### src/rtl/alu_mc_controller.sv
// rtl/alu_mc_controller.sv - multicycle MIPS-style ALU/datapath control FSM
// Optional JAL state enabled by defining ALU_MC_JAL_EN.
module alu_mc_controller (
  input  logic       clk,
  input  logic       reset,
  input  logic [5:0] op,
  input  logic [5:0] funct,
  input  logic       zero,
  output logic [5:0] alu_f,
  output logic       alusrca,
  output logic [1:0] alusrcb,
  output logic       pcwrite,
  output logic       irwrite,
  output logic       regwrite,
  output logic       memwrite,
  output logic       iord,
  output logic       zeroext,
  output logic [1:0] pcsrc,
  output logic [1:0] regdst,
  output logic [1:0] wdsel,
  output logic       illegal,
  output logic [3:0] state
);

  localparam logic [3:0] S_FETCH    = 4'd0;
  localparam logic [3:0] S_DECODE   = 4'd1;
  localparam logic [3:0] S_MEMADR   = 4'd2;
  localparam logic [3:0] S_MEMRD    = 4'd3;
  localparam logic [3:0] S_MEMWB    = 4'd4;
  localparam logic [3:0] S_MEMWR    = 4'd5;
  localparam logic [3:0] S_RTYPE_EX = 4'd6;
  localparam logic [3:0] S_ALUWB    = 4'd7;
  localparam logic [3:0] S_BRANCH   = 4'd8;
  localparam logic [3:0] S_IMM_EX   = 4'd9;
  localparam logic [3:0] S_IMMWB    = 4'd10;
  localparam logic [3:0] S_JUMP     = 4'd11;
`ifdef ALU_MC_JAL_EN
  localparam logic [3:0] S_JAL      = 4'd12;
`endif

  logic [3:0] state_q, state_d;
  logic [5:0] r_f, i_f;
  logic       r_ok;

  // R-type funct and I-type opcode to ALU function maps
  always_comb begin
    r_ok = 1'b1;
    r_f  = 6'd0;
    case (funct)
      6'h20, 6'h21: r_f = 6'd0;
      6'h22, 6'h23: r_f = 6'd1;
      6'h24:        r_f = 6'd2;
      6'h25:        r_f = 6'd3;
      6'h26:        r_f = 6'd4;
      6'h27:        r_f = 6'd10;
      6'h2A:        r_f = 6'd8;
      6'h2B:        r_f = 6'd9;
      6'h00:        r_f = 6'd5;
      6'h02:        r_f = 6'd6;
      6'h03:        r_f = 6'd7;
      6'h04:        r_f = 6'd11;
      6'h06:        r_f = 6'd12;
      6'h07:        r_f = 6'd13;
      6'h08:        r_f = 6'd15;
      default:      r_ok = 1'b0;
    endcase
    i_f = 6'd0;
    case (op)
      6'h0A:   i_f = 6'd8;
      6'h0B:   i_f = 6'd9;
      6'h0C:   i_f = 6'd2;
      6'h0D:   i_f = 6'd3;
      6'h0E:   i_f = 6'd4;
      6'h0F:   i_f = 6'd14;
      default: i_f = 6'd0;
    endcase
  end

  always_comb begin
    state_d  = state_q;
    alu_f    = 6'd0;
    alusrca  = 1'b0;
    alusrcb  = 2'b00;
    pcwrite  = 1'b0;
    irwrite  = 1'b0;
    regwrite = 1'b0;
    memwrite = 1'b0;
    iord     = 1'b0;
    zeroext  = 1'b0;
    pcsrc    = 2'b00;
    regdst   = 2'b00;
    wdsel    = 2'b00;
    illegal  = 1'b0;
    case (state_q)
      S_FETCH: begin
        irwrite = 1'b1;
        alusrcb = 2'b01;
        pcwrite = 1'b1;
        state_d = S_DECODE;
      end
      S_DECODE: begin
        alusrcb = 2'b11;
        case (op)
          6'h00:        state_d = S_RTYPE_EX;
          6'h23, 6'h2B: state_d = S_MEMADR;
          6'h04, 6'h05: state_d = S_BRANCH;
          6'h08, 6'h09, 6'h0A, 6'h0B,
          6'h0C, 6'h0D, 6'h0E, 6'h0F: state_d = S_IMM_EX;
          6'h02:        state_d = S_JUMP;
`ifdef ALU_MC_JAL_EN
          6'h03:        state_d = S_JAL;
`endif
          default: begin
            illegal = 1'b1;
            state_d = S_FETCH;
          end
        endcase
      end
      S_MEMADR: begin
        alusrca = 1'b1;
        alusrcb = 2'b10;
        if (op == 6'h2B)      state_d = S_MEMWR;
        else if (op == 6'h23) state_d = S_MEMRD;
        else                  state_d = S_FETCH;
      end
      S_MEMRD: begin
        iord    = 1'b1;
        state_d = S_MEMWB;
      end
      S_MEMWB: begin
        wdsel    = 2'b01;
        regwrite = 1'b1;
        state_d  = S_FETCH;
      end
      S_MEMWR: begin
        iord     = 1'b1;
        memwrite = 1'b1;
        state_d  = S_FETCH;
      end
      S_RTYPE_EX: begin
        alusrca = 1'b1;
        if (!r_ok) begin
          illegal = 1'b1;
          state_d = S_FETCH;
        end else begin
          alu_f = r_f;
          // jr retires here: the PC is written straight from the ALU result
          if (funct == 6'h08) begin
            pcwrite = 1'b1;
            state_d = S_FETCH;
          end else begin
            state_d = S_ALUWB;
          end
        end
      end
      S_ALUWB: begin
        regdst   = 2'b01;
        regwrite = 1'b1;
        state_d  = S_FETCH;
      end
      S_BRANCH: begin
        alusrca = 1'b1;
        alu_f   = 6'd1;
        pcsrc   = 2'b01;
        pcwrite = (op == 6'h04) ? zero : ((op == 6'h05) ? ~zero : 1'b0);
        state_d = S_FETCH;
      end
      S_IMM_EX: begin
        alusrca = 1'b1;
        alusrcb = 2'b10;
        alu_f   = i_f;
        zeroext = (op == 6'h0C) || (op == 6'h0D) || (op == 6'h0E);
        state_d = S_IMMWB;
      end
      S_IMMWB: begin
        regwrite = 1'b1;
        state_d  = S_FETCH;
      end
      S_JUMP: begin
        pcsrc   = 2'b10;
        pcwrite = 1'b1;
        state_d = S_FETCH;
      end
`ifdef ALU_MC_JAL_EN
      S_JAL: begin
        pcsrc    = 2'b10;
        pcwrite  = 1'b1;
        regdst   = 2'b10;
        wdsel    = 2'b10;
        regwrite = 1'b1;
        state_d  = S_FETCH;
      end
`endif
      default: state_d = S_FETCH;
    endcase
    // Reset parks the datapath controls on their FETCH values with all writes off
    if (reset) begin
      state_d  = S_FETCH;
      alu_f    = 6'd0;
      alusrca  = 1'b0;
      alusrcb  = 2'b01;
      pcwrite  = 1'b0;
      irwrite  = 1'b0;
      regwrite = 1'b0;
      memwrite = 1'b0;
      iord     = 1'b0;
      zeroext  = 1'b0;
      pcsrc    = 2'b00;
      regdst   = 2'b00;
      wdsel    = 2'b00;
      illegal  = 1'b0;
    end
  end

  always_ff @(posedge clk) begin
    if (reset) state_q <= S_FETCH;
    else       state_q <= state_d;
  end

  assign state = state_q;

endmodule
### config.mk
export PLATFORM = sky130hd
export DESIGN_NAME = alu_mc_controller
export DESIGN_NICKNAME = d
export VERILOG_FILES = /design/src/rtl/alu_mc_controller.sv
export SDC_FILE = /design/constraint.sdc
export NUM_CORES = 1
export LEC_CHECK = 0
export ABC_CLOCK_PERIOD_IN_PS = 1650
export CAP_MARGIN = 40
export CORE_MARGIN = 1.5
export CORE_UTILIZATION = 35
export CTS_CLUSTER_SIZE = 25
export DETAILED_ROUTE_END_ITERATION = 10
export PLACE_DENSITY = 0.77
export SLEW_MARGIN = 20
export SYNTH_ARGS = -nofsm -noshare
export SYNTH_HDL_FRONTEND = slang
export SYNTH_SLANG_ARGS = --single-unit
### constraint.sdc
create_clock -name clk -period 1.65 [get_ports clk]
set_input_delay 0.165 -clock clk [delete_from_list [all_inputs] [get_ports clk]]
set_output_delay 0.165 -clock clk [all_outputs]
set_load 0.02 [all_outputs]
### Word-level counts from Yosys, hierarchy flattened

Index checks and enable logic that the tools add are counted.
Widths: inputs -> output; s select.

* register bits: 4
* bits of input ports: 15
* word-level logic and storage cells: 100

* equality and inequality tests: 40
* multiplexer cells: 42
* bitwise logic cells: 1
* reductions and logical operators: 16

Operator list (number)
* $eq 6x6->1 const B: 12
* $pmux 4 s14: 1
* $eq 6x4->1 const B: 9
* $pmux 4 s6: 2
* $eq 6x3->1 const B: 5
* $mux 1: 23
* $pmux 4 s5: 1
* $eq 6x2->1 const B: 3
* $pmux 6 s3: 1
* $reduce_or 17->1: 1
* $eq 4x3->1 const B: 4
* $eq 4x4->1 const B: 4
* $reduce_or 14->1: 1
* $logic_not 6->1: 2
* $mux 6: 2
* $reduce_or 2->1: 6
* $mux 2: 5
* $mux 3: 3
* $eq 4x2->1 const B: 2
* $reduce_or 8->1: 1
* $pmux 2 s3: 1
* $eq 4x1->1 const B: 1
* $logic_not 4->1: 1
* $pmux 2 s2: 1
* 6 further kinds: 7

### Depth between registers and ports, before layout

Gate-level depths: netlist of the first run.

* depth in word-level cells: 6
* gate-level depth with buffers: 6
* gate-level depth less buffers: 4

### Worst setup path before layout of the first run

Ideal clock, no wire load.

* path kind: reg2out
* start point: reg state_q[1] (netlist: state[1])
* end point: out pcwrite
* data arrival time: 1.617 ns
* data required time: 1.485 ns
* slack: -0.132 ns
* stages on the path, launching flop included: 7
* buffers on the path: 2
* path through: dfxtp_1 -> buf_6 -> or2_1 -> buf_2 -> mux2_2 -> a21o_1 -> a21oi_1

* longest elaborated chain between the ends: 4
* elaborated cells on any way between the ends: 7
* those cells by class: 3 x eq/ne; 2 x mux; 2 x reduce/logical

RTL lines
* start, declared: line 41 `logic [3:0] state_q, state_d;`
* start signal, assigned: line 217 `else state_q <= state_d;`
* $eq 4x4->1 or $logic_not 4->1 (tied branches): line 94 `case (state_q)`
* $reduce_or 2->1 (no source line)
* $pmux 1 s3 *: line 94
* $mux 1 *: line 197 `if (reset) begin`
* end, declared: line 12 `output logic pcwrite,`

Mark *: on every way between the ends. The rest lies on a longest branch, timed or not.

### Worst setup path in the final report of the first run

Same ends and word-level chain as after synthesis.

==> results of run 1 <==
==> final cells by class <==
cell class                 instances  area (um^2)
timing repair buffer              86          692
inverter                           4         15.0
sequential                         4         90.1
fill                             237          815
tap                               30         37.5
multi-input combinational        111          851
clock buffer                       3         22.5
==> worst max-delay path by stage <==
stage                   startpoint  slack, ps  cells past startpoint  endpoint
6_report       state[1]$_SDFF_PP0_       -160                      6   pcwrite
3_3_place_gp              funct[1]       -710                      7   pcwrite
3_5_place_dp              funct[1]       -850                      6  alu_f[3]
5_1_grt        state[1]$_SDFF_PP0_       -200                      6  alu_f[0]
4_1_cts        state[1]$_SDFF_PP0_       -160                      6  alu_f[0]
2_1_floorplan  state[1]$_SDFF_PP0_        -40                      6   pcwrite
==> metrics by stage <==
step	total power [mW]	setup WS, ps	setup TNS (ps)	hold slack [ps]
after global routing	0.599	-203	-1020	578
after CTS	0.554	-156	-544	545
final	0.567	-160	-620	555
after floorplan	0.281	-40.2	-40.2	367
after global placement	0.412	-712	-7450	552
after detailed placement	0.421	-849	-8480	567
==> cell families (layout without fill, tap and decap cells) <==
family                 Yosys count  count (layout)  synth area share
AO/OA/AOI/OAI                   39              39             0.289
XOR/XNOR                         4               4            0.0371
buffers and inverters           22              93             0.147
flip-flops                       4               4            0.0849
multiplexers                     3               3            0.0332
other                            1               4           0.00397
AND/OR/NAND/NOR                 61              61             0.405
==> layout by cell type (no fill, tap or decap), types with 3 or more instances in the layout <==
cell,instances
nor3_1,7
nor2b_1,3
clkdlybuf4s50_1,6
nand3_1,4
conb_1,4
buf_4,54
o211ai_1,3
xor2_1,3
clkbuf_2,3
buf_2,5
dlygate4sd2_1,10
a21oi_1,5
a21oi_2,6
nor2_1,10
nand2_1,4
a31oi_1,3
nand2b_4,3
nand2b_1,6
buf_6,5
inv_1,4
clkbuf_4,3
==> per-layer routing <==
metal	part of all wire	vias up
li1	-	642
met1	0.39	625
met2	0.54	61
met3	0.054	8
met4	0.019	0
met5	0	-
==> worst max-delay path, cell delays in order (launching register included) <==
cell	delay (ps)
dfxtp_4	350
buf_12	120
or2_4	240
mux2_2	270
a21o_1	170
a21oi_2	120
buf_4	150
==> power groups by stage <==
stage	clock [mW]	sequential (mW)	combinational, mW
floorplan	0	0.110	0.171
global placement	0	0.110	0.303
detailed placement	0	0.110	0.312
CTS	0.129	0.108	0.317
global route	0.130	0.109	0.361
finish	0.124	0.108	0.335
==> timing repair <==
action,in CTS,in global routing
gates resized for setup,98,31
setup endpoints to repair,19,18
setup buffers,4,3
pin swaps,10,12
==> results by group, run 1 <==
Setup path
  – Critical path required time: 1480 ps
  – Critical path arrival: 1650 ps
  – Critical path class: reg2out
  – RR Endpoint: state[1]$_SDFF_PP0_
  – RR Startpoint: state[2]$_SDFF_PP0_
  – Worst reg-to-reg setup slack: 50 ps
  – Reg2reg path depth: 5
  – Crit start category: register
  – Crit Path Max Fanout: 4
  – Critical path endpoint category: output port

Global route
  – GRT Total Usage: 0.238
  – Initial antenna violation count: 0
  – Met1 usage: 0.243
  – Met3 Track Usage GR: 0.0188
  – Vias in the first global route: 1249
  – Largest net degree at the start of global routing: 11
  – First-pass GRT wire length: 5220 um
  – Total grt overflow: 0
  – GR peak layer: met2
  – Met2 Usage GRT: 0.486

Synth
  – Post-synth EDFFs: 0
  – Synth cell types: 53
  – Synth cell count leaders: a21oi_1 (11), nor2_1 (11), nor3_1 (9), nand2b_1 (8), buf_2 (6)
  – Mapped Cells: 134
  – Syn Area/Cell: 7.04 um^2
  – Ys Warns: 0
  – Async SR Flop Fraction: 0
  – #FFs+latches synth: 4
  – Main flop type after synthesis: dfxtp_1
  – Sequential area share after synthesis: 0.0849
  – Most area-hungry cell type in the Yosys netlist: dfxtp_1
  – Synthesized cell area: 943 um^2
  – Synth top area cells: dfxtp_1 (8.5%), a21oi_1 (5.8%), nand2b_1 (5.3%)
  – Share of the synthesized area in the top cell type: 0.0849

Floorplanning
  – Die area: 3020 um^2
  – Initial Util: 0.374
  – IO Count: 41
  – Core area: 2520 um^2
  – Die W: 54.9 um
  – Site Rows: 18
  – Die Y-Extent: 54.9 um

Finish
  – Fin nets: 225
  – Area Growth Syn to Fin: 81.0%
  – Finished Cell Area: 1710 um^2
  – Non-Filler Instances: 238
  – Share of cells above drive strength 1: 0.500
  – Core Util, Final: 0.677
  – Max FFs per register: 4
  – Antenna diodes: 0

Status
  – Status: complete, but fails checks
  – Failing checks: negative setup slack

Min path
  – Worst Hold Class: reg2reg
  – HP Start: state[3]$_SDFF_PP0_
  – Hold path endpoint: state[3]$_SDFF_PP0_
  – Hold path depth: 2

Clock tree
  – Clock Path Buffers: 2
  – Reg clk slew, reported paths: 40 ps
  – Root Driver: clkbuf_4
  – Total clock sinks: 4
  – CTS tree: done
  – Clk_lat worst skew: 240 ps
  – Post-CTS Hold Fix Bufs: 0
  – H-tree depth: 1
  – Num CTS Buffers: 3

Power
  – Net Sw Frac: 0.380
  – Power per cell area: 332 nW/um^2
  – Clock share of power: 0.219
  – P_int: 0.352 mW
  – Static leakage: 0.742 nW
  – Maximum VDD drop: 0.328 mV
  – Comb pwr share: 0.591
  – Sw Pwr: 0.216 mW
  – Sequential share of power: 0.190

STA
  – Min cycle time layout: 1810 ps
  – Highest Clock Rate: 552 MHz
  – Final setup viols: 7
  – Fin. max-slew vios: 0
  – RSZ-0062 raised after global routing: yes
  – Final hold vios: 0
  – Setup slack after layout: -160 ps
  – Final worst path period share: 1.10
  – Final Skew: 3.87 ps

Route
  – Post-route DRC: 0
  – Via/cell ratio: 5.61
  – Average routed wire per standard cell: 14.7 um
  – Via count: 1336
  – DRT antenna net count: 0
  – Pre-antenna DRT Iters: 4
  – DRT iter0 DRCs: 25
  – WL final: 3510 um

Placed design
  – HPWL after DPL: 2610 um
  – Port Buffer Count: 36
  – GPL Wtd Cong: 0.879
  – Placed Instance Area: 1580 um^2
  – Total placed cells including tap cells: 228

Run
  – # Max-Cap Violations: 0
(Power assumes the default switching activity.)
==> inputs of run 2 (changes only) <==
--- a/config.mk
+++ b/config.mk
@@ -5,13 +5,14 @@
 export SDC_FILE = /design/constraint.sdc
 export NUM_CORES = 1
 export LEC_CHECK = 0
+export ABC_AREA = 1
 export ABC_CLOCK_PERIOD_IN_PS = 1650
 export CAP_MARGIN = 40
 export CORE_MARGIN = 1.5
 export CORE_UTILIZATION = 35
 export CTS_CLUSTER_SIZE = 25
 export DETAILED_ROUTE_END_ITERATION = 10
-export PLACE_DENSITY = 0.77
+export PLACE_DENSITY = 0.78
 export SLEW_MARGIN = 20
 export SYNTH_ARGS = -nofsm -noshare
 export SYNTH_HDL_FRONTEND = slang
==> run 2 against run 1 <==
Count of clock-buffer cells in the layout unchanged. Combinational power grew 8.7%. Critical path depth unchanged. The run still ends with negative setup slack left. Flip-flop and latch count stayed put. Cell area grew 10%. Sequential power about the same. Final cell count grew 24%. Critical endpoint is now alusrca. First-iteration DRC count is 44% higher. Synthesized cell count grew 34%. Via count up 10%. Routed wire length grew 3.5%. Clock skew fell by 0.98 ps.
==> results by group, run 2 <==
Setup path
  – Reg2reg path depth: 8 (+3)
  – Critical path endpoint category: output port
  – Max incr delay on CP: 330 ps (-20 ps)
  – Critical path class: reg2out
  – Crit start category: register
  – RR Startpoint: state[3]$_SDFF_PP0_
  – RR Endpoint: state[1]$_SDFF_PP0_
  – Most frequent CP cell: buf_4
  – CP startpoint: state[3]$_SDFF_PP0_
  – Critical path arrival: 1520 ps (-130 ps)
  – Crit Path Max Fanout: 4 (unchanged)
  – Critical path required time: 1480 ps (about the same)
  – Worst path slowest cell: dfxtp_2
  – Cells along the critical path: or2_4 -> buf_4 -> nor2_2 -> inv_2 -> o21ai_0 -> buf_4
  – Worst reg-to-reg setup slack: 120 ps (+70 ps)
  – Worst setup path endpoint: alusrca

Finish
  – Max FFs per register: 4 (unchanged)
  – Core Util, Final: 0.760 (+0.0825)
  – Fill cells: 193 (-19%)
  – Most common cell after layout, fill and taps aside: buf_4
  – Antenna diodes: 0 (unchanged)
  – Fin nets: 283 (+26%)
  – Area Growth Syn to Fin: 104%
  – Most frequent cells in the layout: buf_4 (51), nand2_1 (31), nor2_1 (20)
  – Finished Cell Area: 1880 um^2 (+10%)
  – Share of cells above drive strength 1: 0.526 (+0.0263)

Synth
  – Synth cell count leaders: nand2_1 (38), nor2_1 (31), inv_1 (23), nand3_1 (18), a21oi_1 (11)
  – Synth cell types: 27 (-49%)
  – Async SR Flop Fraction: 0 (unchanged)
  – Syn Area/Cell: 5.16 um^2 (-27%)
  – Synthesized cell area: 923 um^2 (-2.1%)
  – Most area-hungry cell type in the Yosys netlist: nand2_1
  – Synth top area cells: nand2_1 (15%), nor2_1 (13%), nand3_1 (9.8%)
  – Sequential area share after synthesis: 0.0867 (+0.00184)
  – Mapped Cells: 179 (+34%)
  – Share of the synthesized area in the top cell type: 0.154 (+0.0696)
  – Ys Warns: 0 (unchanged)
  – #FFs+latches synth: 4 (unchanged)
  – Most frequent cell after synthesis: nand2_1
  – Post-synth EDFFs: 0 (unchanged)
  – Main flop type after synthesis: dfxtp_1

Power
  – Static leakage: 0.914 nW (+23%)
  – Clock share of power: 0.207 (-0.012)
  – Net Sw Frac: 0.412 (+0.0324)
  – Maximum VDD drop: 0.254 mV (-23%)
  – P_int: 0.349 mW (-0.80%)
  – Comb pwr share: 0.614 (+0.023)
  – Sw Pwr: 0.245 mW (+14%)
  – Overall power: 0.594 mW (+4.7%)
  – Sequential share of power: 0.179 (-0.011)
  – Power per cell area: 316 nW/um^2 (-5.0%)

STA
  – Final hold vios: 0 (unchanged)
  – Final setup viols: 3 (-4)
  – Final Skew: 2.89 ps (-0.982 ps)
  – RSZ-0062 raised after global routing: yes
  – Highest Clock Rate: 595 MHz (+7.7%)
  – Fin. max-slew vios: 0 (unchanged)
  – Final worst path period share: 1.02 (-0.0788)
  – Setup slack after layout: -30.1 ps (+130 ps)
  – Min cycle time layout: 1680 ps (-130 ps)

Placed design
  – Placed Instance Area: 1660 um^2 (+5.2%)
  – GPL Wtd Cong: 0.877 (-0.20%)
  – Port Buffer Count: 36 (unchanged)
  – Setup WS pre-CTS: -679 ps (+170 ps)
  – HPWL after DPL: 2590 um (-0.95%)

Route
  – Average routed wire per standard cell: 12.3 um (-17%)
  – Pre-antenna DRT Iters: 4 (unchanged)
  – WL final: 3630 um (+3.5%)
  – DRT iter0 DRCs: 36 (+44%)
  – DRT antenna net count: 0 (unchanged)
  – Via count: 1471 (+10%)
  – Post-route DRC: 0 (unchanged)
  – Via/cell ratio: 4.97 (-11%)

Global route
  – Total grt overflow: 0 (unchanged)
  – Initial antenna violation count: 0 (unchanged)
  – Vias in the first global route: 1293 (+3.5%)
  – First-pass GRT wire length: 5380 um (+3.2%)
  – GRT Total Usage: 0.245 (+0.00710)
  – Largest net degree at the start of global routing: 17 (+6)

Clock tree
  – Root Driver: clkbuf_4
  – Clock Path Buffers: 2 (unchanged)
  – Post-CTS Hold Fix Bufs: 0 (unchanged)
  – CTS tree: done
  – Total clock sinks: 4 (unchanged)
  – Num CTS Buffers: 3 (unchanged)
  – H-tree depth: 1 (unchanged)
  – Clk_lat worst skew: 230 ps (about the same)
  – Reg clk slew, reported paths: 40 ps (about the same)

Floorplanning
  – Die Y-Extent: 54.4 um (-1.0%)
  – Die W: 54.4 um (-1.0%)
  – Die area: 2960 um^2 (-2.0%)
  – Site Rows: 18 (unchanged)
  – IO Count: 41 (unchanged)
  – Core area: 2480 um^2 (-1.8%)
  – Initial Util: 0.373 (-0.00128)

Status
  – Failing checks: negative setup slack
  – Status: complete, but fails checks

Run
  – # Max-Cap Violations: 0 (unchanged)

Min path
  – Hold path depth: 5 (+3)
  – Worst Hold Class: in2reg
-- run 2: changes by cell type after synthesis, moves of 6 or more --
cell and change:
buf_2 -6, inv_1 +19, inv_2 +6, nand2_1 +34
nand2b_1 -8, nand3_1 +14, nor2_1 +20
-- run 2: layout make-up --
class / count / area (um^2) / area share
Multi-Input combinational cell: 143 / 905 / 0.481
Timing Repair Buffer: 87 / 712 / 0.378
Inverter: 29 / 116 / 0.0618
Sequential cell: 4 / 88.8 / 0.0472
Tap cell: 30 / 37.5 / 0.0199
Clock buffer: 3 / 22.5 / 0.0120
-- run 2: per-layer routing --
metal	vias up	share of wire	GRT usage
met5	-	0	0
met4	0	0.013	0.0792
met3	6	0.044	0.0246
met2	50	0.54	0.458
met1	662	0.40	0.289
li1	753	-	-
-- run 2: worst min-delay path by stage --
stage | startpoint | slack (ps) | endpoint
2_1_floorplan | op[3] | 410 | state[1]$_SDFF_PP0_
3_3_place_gp | state[2]$_SDFF_PP0_ | 810 | state[1]$_SDFF_PP0_
3_5_place_dp | state[2]$_SDFF_PP0_ | 820 | state[1]$_SDFF_PP0_
4_1_cts | op[3] | 590 | state[1]$_SDFF_PP0_
5_1_grt | op[3] | 650 | state[1]$_SDFF_PP0_
6_report | op[3] | 610 | state[1]$_SDFF_PP0_
-- run 2: what timing repair did --
item | CTS | global route
cloned | 0 | 0
setup buffers | 2 | 1
setup endpoints to repair | 18 | 17
pin swaps | 17 | 13
resized for setup | 112 | 65
-- run 2: worst max-delay path: cells and delay by family, from the launching register on --
kind | cells | cell delay (ps)
compound gates | 1 | 180
buf+inv | 3 | 400
flops | 1 | 330
simple gates | 2 | 370
-- run 2: cell families (layout without fill, tap and decap cells) --
family                 after synthesis  after routing  share of synthesized area
and+or+nand+nor                    109            109                      0.562
buffers and inverters               35            119                      0.159
AOI/OAI and AO/OA                   30             30                      0.188
DFF                                  4              4                     0.0867
other                                1              4                    0.00406
-- run 2: stage by stage --
stage               instances  setup TNS, ps  hold slack, ps
finish                    296          -61.8             610
global placement          290          -6300             814
detailed placement        290          -6600             815
CTS                       295           -199             591
global route              296           -770             647
floorplan                 182              0             414
-- run 2: power by group through the flow --
stage	Clock [mW]	Sequential [mW]	Combinational, mW
final	0.123	0.106	0.364
after global routing	0.137	0.108	0.393
after CTS	0.124	0.106	0.316
after detailed placement	0	0.107	0.308
after global placement	0	0.106	0.304
after floorplan	0	0.111	0.143
==> inputs of run 3 (changes only) <==
--- a/config.mk
+++ b/config.mk
@@ -13,6 +13,7 @@
 export CTS_CLUSTER_SIZE = 25
 export DETAILED_ROUTE_END_ITERATION = 10
 export PLACE_DENSITY = 0.78
+export SKIP_LAST_GASP = 1
 export SLEW_MARGIN = 20
 export SYNTH_ARGS = -nofsm -noshare
 export SYNTH_HDL_FRONTEND = slang
==> run 3 against run 2 <==
The run still ends with negative setup slack left. Largest power group unchanged. Via count rose by 0.82%. Largest cell class unchanged. Routed wire length rose by 2.3%. Critical path depth did not move. Flip-flop and latch count did not move.
==> results by group, run 3 (same netlist as run 2, synthesis figures left out) <==
Status
  – Status: complete, but fails checks
  – Failing checks: negative setup slack

Finish
  – Antenna diodes: 0 (unchanged)
  – Fill cells: 193 (unchanged)
  – Max FFs per register: 4 (unchanged)
  – Fin nets: 283 (unchanged)
  – Most common cell after layout, fill and taps aside: buf_4
  – Sequential Area: 88.8 um^2 (unchanged)
  – Share of cells above drive strength 1: 0.523 (-0.00376)
  – Most frequent cells in the layout: buf_4 (55), nand2_1 (31), nor2_1 (20)
  – Multi-input logic area: 900 um^2 (-0.55%)
  – Finished Cell Area: 1860 um^2 (-1.1%)
  – Area Growth Syn to Fin: 101%

Global route
  – GR peak layer: met2
  – GRT Total Usage: 0.242 (-0.00283)
  – Initial antenna violation count: 0 (unchanged)
  – Largest net degree at the start of global routing: 17 (unchanged)
  – First-pass GRT wire length: 5350 um (-0.65%)
  – Met2 Usage GRT: 0.444 (-0.0141)
  – Met1 usage: 0.281 (-0.00816)
  – Total grt overflow: 0 (unchanged)
  – Met3 Track Usage GR: 0.0328 (+0.00820)
  – Vias in the first global route: 1317 (+1.9%)

Run
  – # Max-Cap Violations: 0 (unchanged)

STA
  – Fin. max-slew vios: 0 (unchanged)
  – Final hold vios: 0 (unchanged)
  – Final worst path period share: 1.03 (+0.0139)
  – Highest Clock Rate: 587 MHz (-1.3%)
  – Setup slack after layout: -53.0 ps (-22.9 ps)
  – Final Hold Slack: 597 ps (-13.5 ps)
  – Min cycle time layout: 1700 ps (+22.9 ps)
  – RSZ-0062 raised after global routing: yes
  – Final Skew: 4.08 ps (+1.19 ps)
  – Final setup viols: 4 (+1)

Floorplanning
  – Die W: 54.4 um (unchanged)
  – Initial Util: 0.373 (unchanged)
  – Site Rows: 18 (unchanged)
  – Die area: 2960 um^2 (unchanged)
  – IO Count: 41 (unchanged)
  – Core area: 2480 um^2 (unchanged)
  – Die Y-Extent: 54.4 um (unchanged)

Setup path
  – Crit start category: register
  – Crit Path Max Fanout: 4 (unchanged)
  – Critical path required time: 1480 ps (about the same)
  – Critical path arrival: 1540 ps (+20 ps)
  – Critical path class: reg2out
  – Critical path endpoint category: output port

Power
  – Static leakage: 0.913 nW (about the same)
  – Maximum VDD drop: 0.256 mV (+1.1%)
  – Power per cell area: 317 nW/um^2 (+0.55%)

Route
  – WL final: 3720 um (+2.3%)
  – Average routed wire per standard cell: 12.6 um (+2.3%)
  – Via/cell ratio: 5.01 (+0.82%)
  – Via count: 1483 (+0.82%)
  – DRT antenna net count: 0 (unchanged)
  – DRT iter0 DRCs: 36 (unchanged)
  – Post-route DRC: 0 (unchanged)
  – Pre-antenna DRT Iters: 4 (unchanged)

Placed design
  – Setup WS pre-CTS: -679 ps (unchanged)
  – Port Buffer Count: 36 (unchanged)
  – Placed Instance Area: 1660 um^2 (unchanged)
  – HPWL after DPL: 2590 um (unchanged)
  – GPL Wtd Cong: 0.877 (unchanged)

Clock tree
  – Total clock sinks: 4 (unchanged)
  – H-tree depth: 1 (unchanged)
  – Reg clk slew, reported paths: 40 ps (about the same)
  – Root Driver: clkbuf_4
  – CTS tree: done
  – Clk_lat worst skew: 240 ps (about the same)
  – Num CTS Buffers: 3 (unchanged)
  – Clock Path Buffers: 2 (unchanged)

Min path
  – Worst Hold Class: in2reg
-- run 3: what timing repair did --
action                     in CTS  in global routing
buffers inserted                2                  1
hold buffers                    0                  0
resized for setup             107                 62
setup endpoints to repair      18                 17
pin swaps                      17                 17
-- run 3: per-stage QoR --
stage | TNS (ps) | utilization | power [mW] | std cells
detailed placement | -6600 | 0.671 | 0.414 | 290
finish | -102 | 0.751 | 0.590 | 296
global placement | -6300 | 0.671 | 0.410 | 290
global route | -824 | 0.751 | 0.629 | 296
floorplan | 0 | - | 0.253 | 182
CTS | -430 | 0.700 | 0.546 | 295
-- run 3: critical path: stages (launching register included) --
cell and delay [ps]:
dfxtp_2 330, or2_4 250, buf_4 160, nor2_2 120, inv_2 70, o21ai_0 180, buf_4 180
-- run 3: where the power goes --
group / switching, mW / internal, mW / total (mW)
logic: 0.196 / 0.160 / 0.355
registers: 0.00616 / 0.100 / 0.107
clock network: 0.0465 / 0.0818 / 0.128
-- run 3: cell type report --
| type | count | share of cell area |
|---|---|---|
| well taps | 30 | 0.0202 |
| inverters | 29 | 0.0625 |
| flip-flops and latches | 4 | 0.0477 |
| clock buffers | 3 | 0.0121 |
| repair buffers | 87 | 0.374 |
| multi-input cells | 143 | 0.484 |
-- run 3: per-layer routing --
layer / vias up / wire (um)
li1: 755 / -
met5: - / 0
met4: 0 / 59
met1: 667 / 1470
met3: 10 / 166
met2: 51 / 2020
-- run 3: path summary, 6_finish.rpt --
check	cells past startpoint	slack (ps)	end	from
setup / recovery	6	-50	alusrca	state[3]$_SDFF_PP0_
hold / removal	5	600	state[1]$_SDFF_PP0_	op[3]
setup reg to reg	8	40	state[2]$_SDFF_PP0_	state[3]$_SDFF_PP0_
hold reg to reg	5	770	state[0]$_SDFF_PP0_	state[3]$_SDFF_PP0_
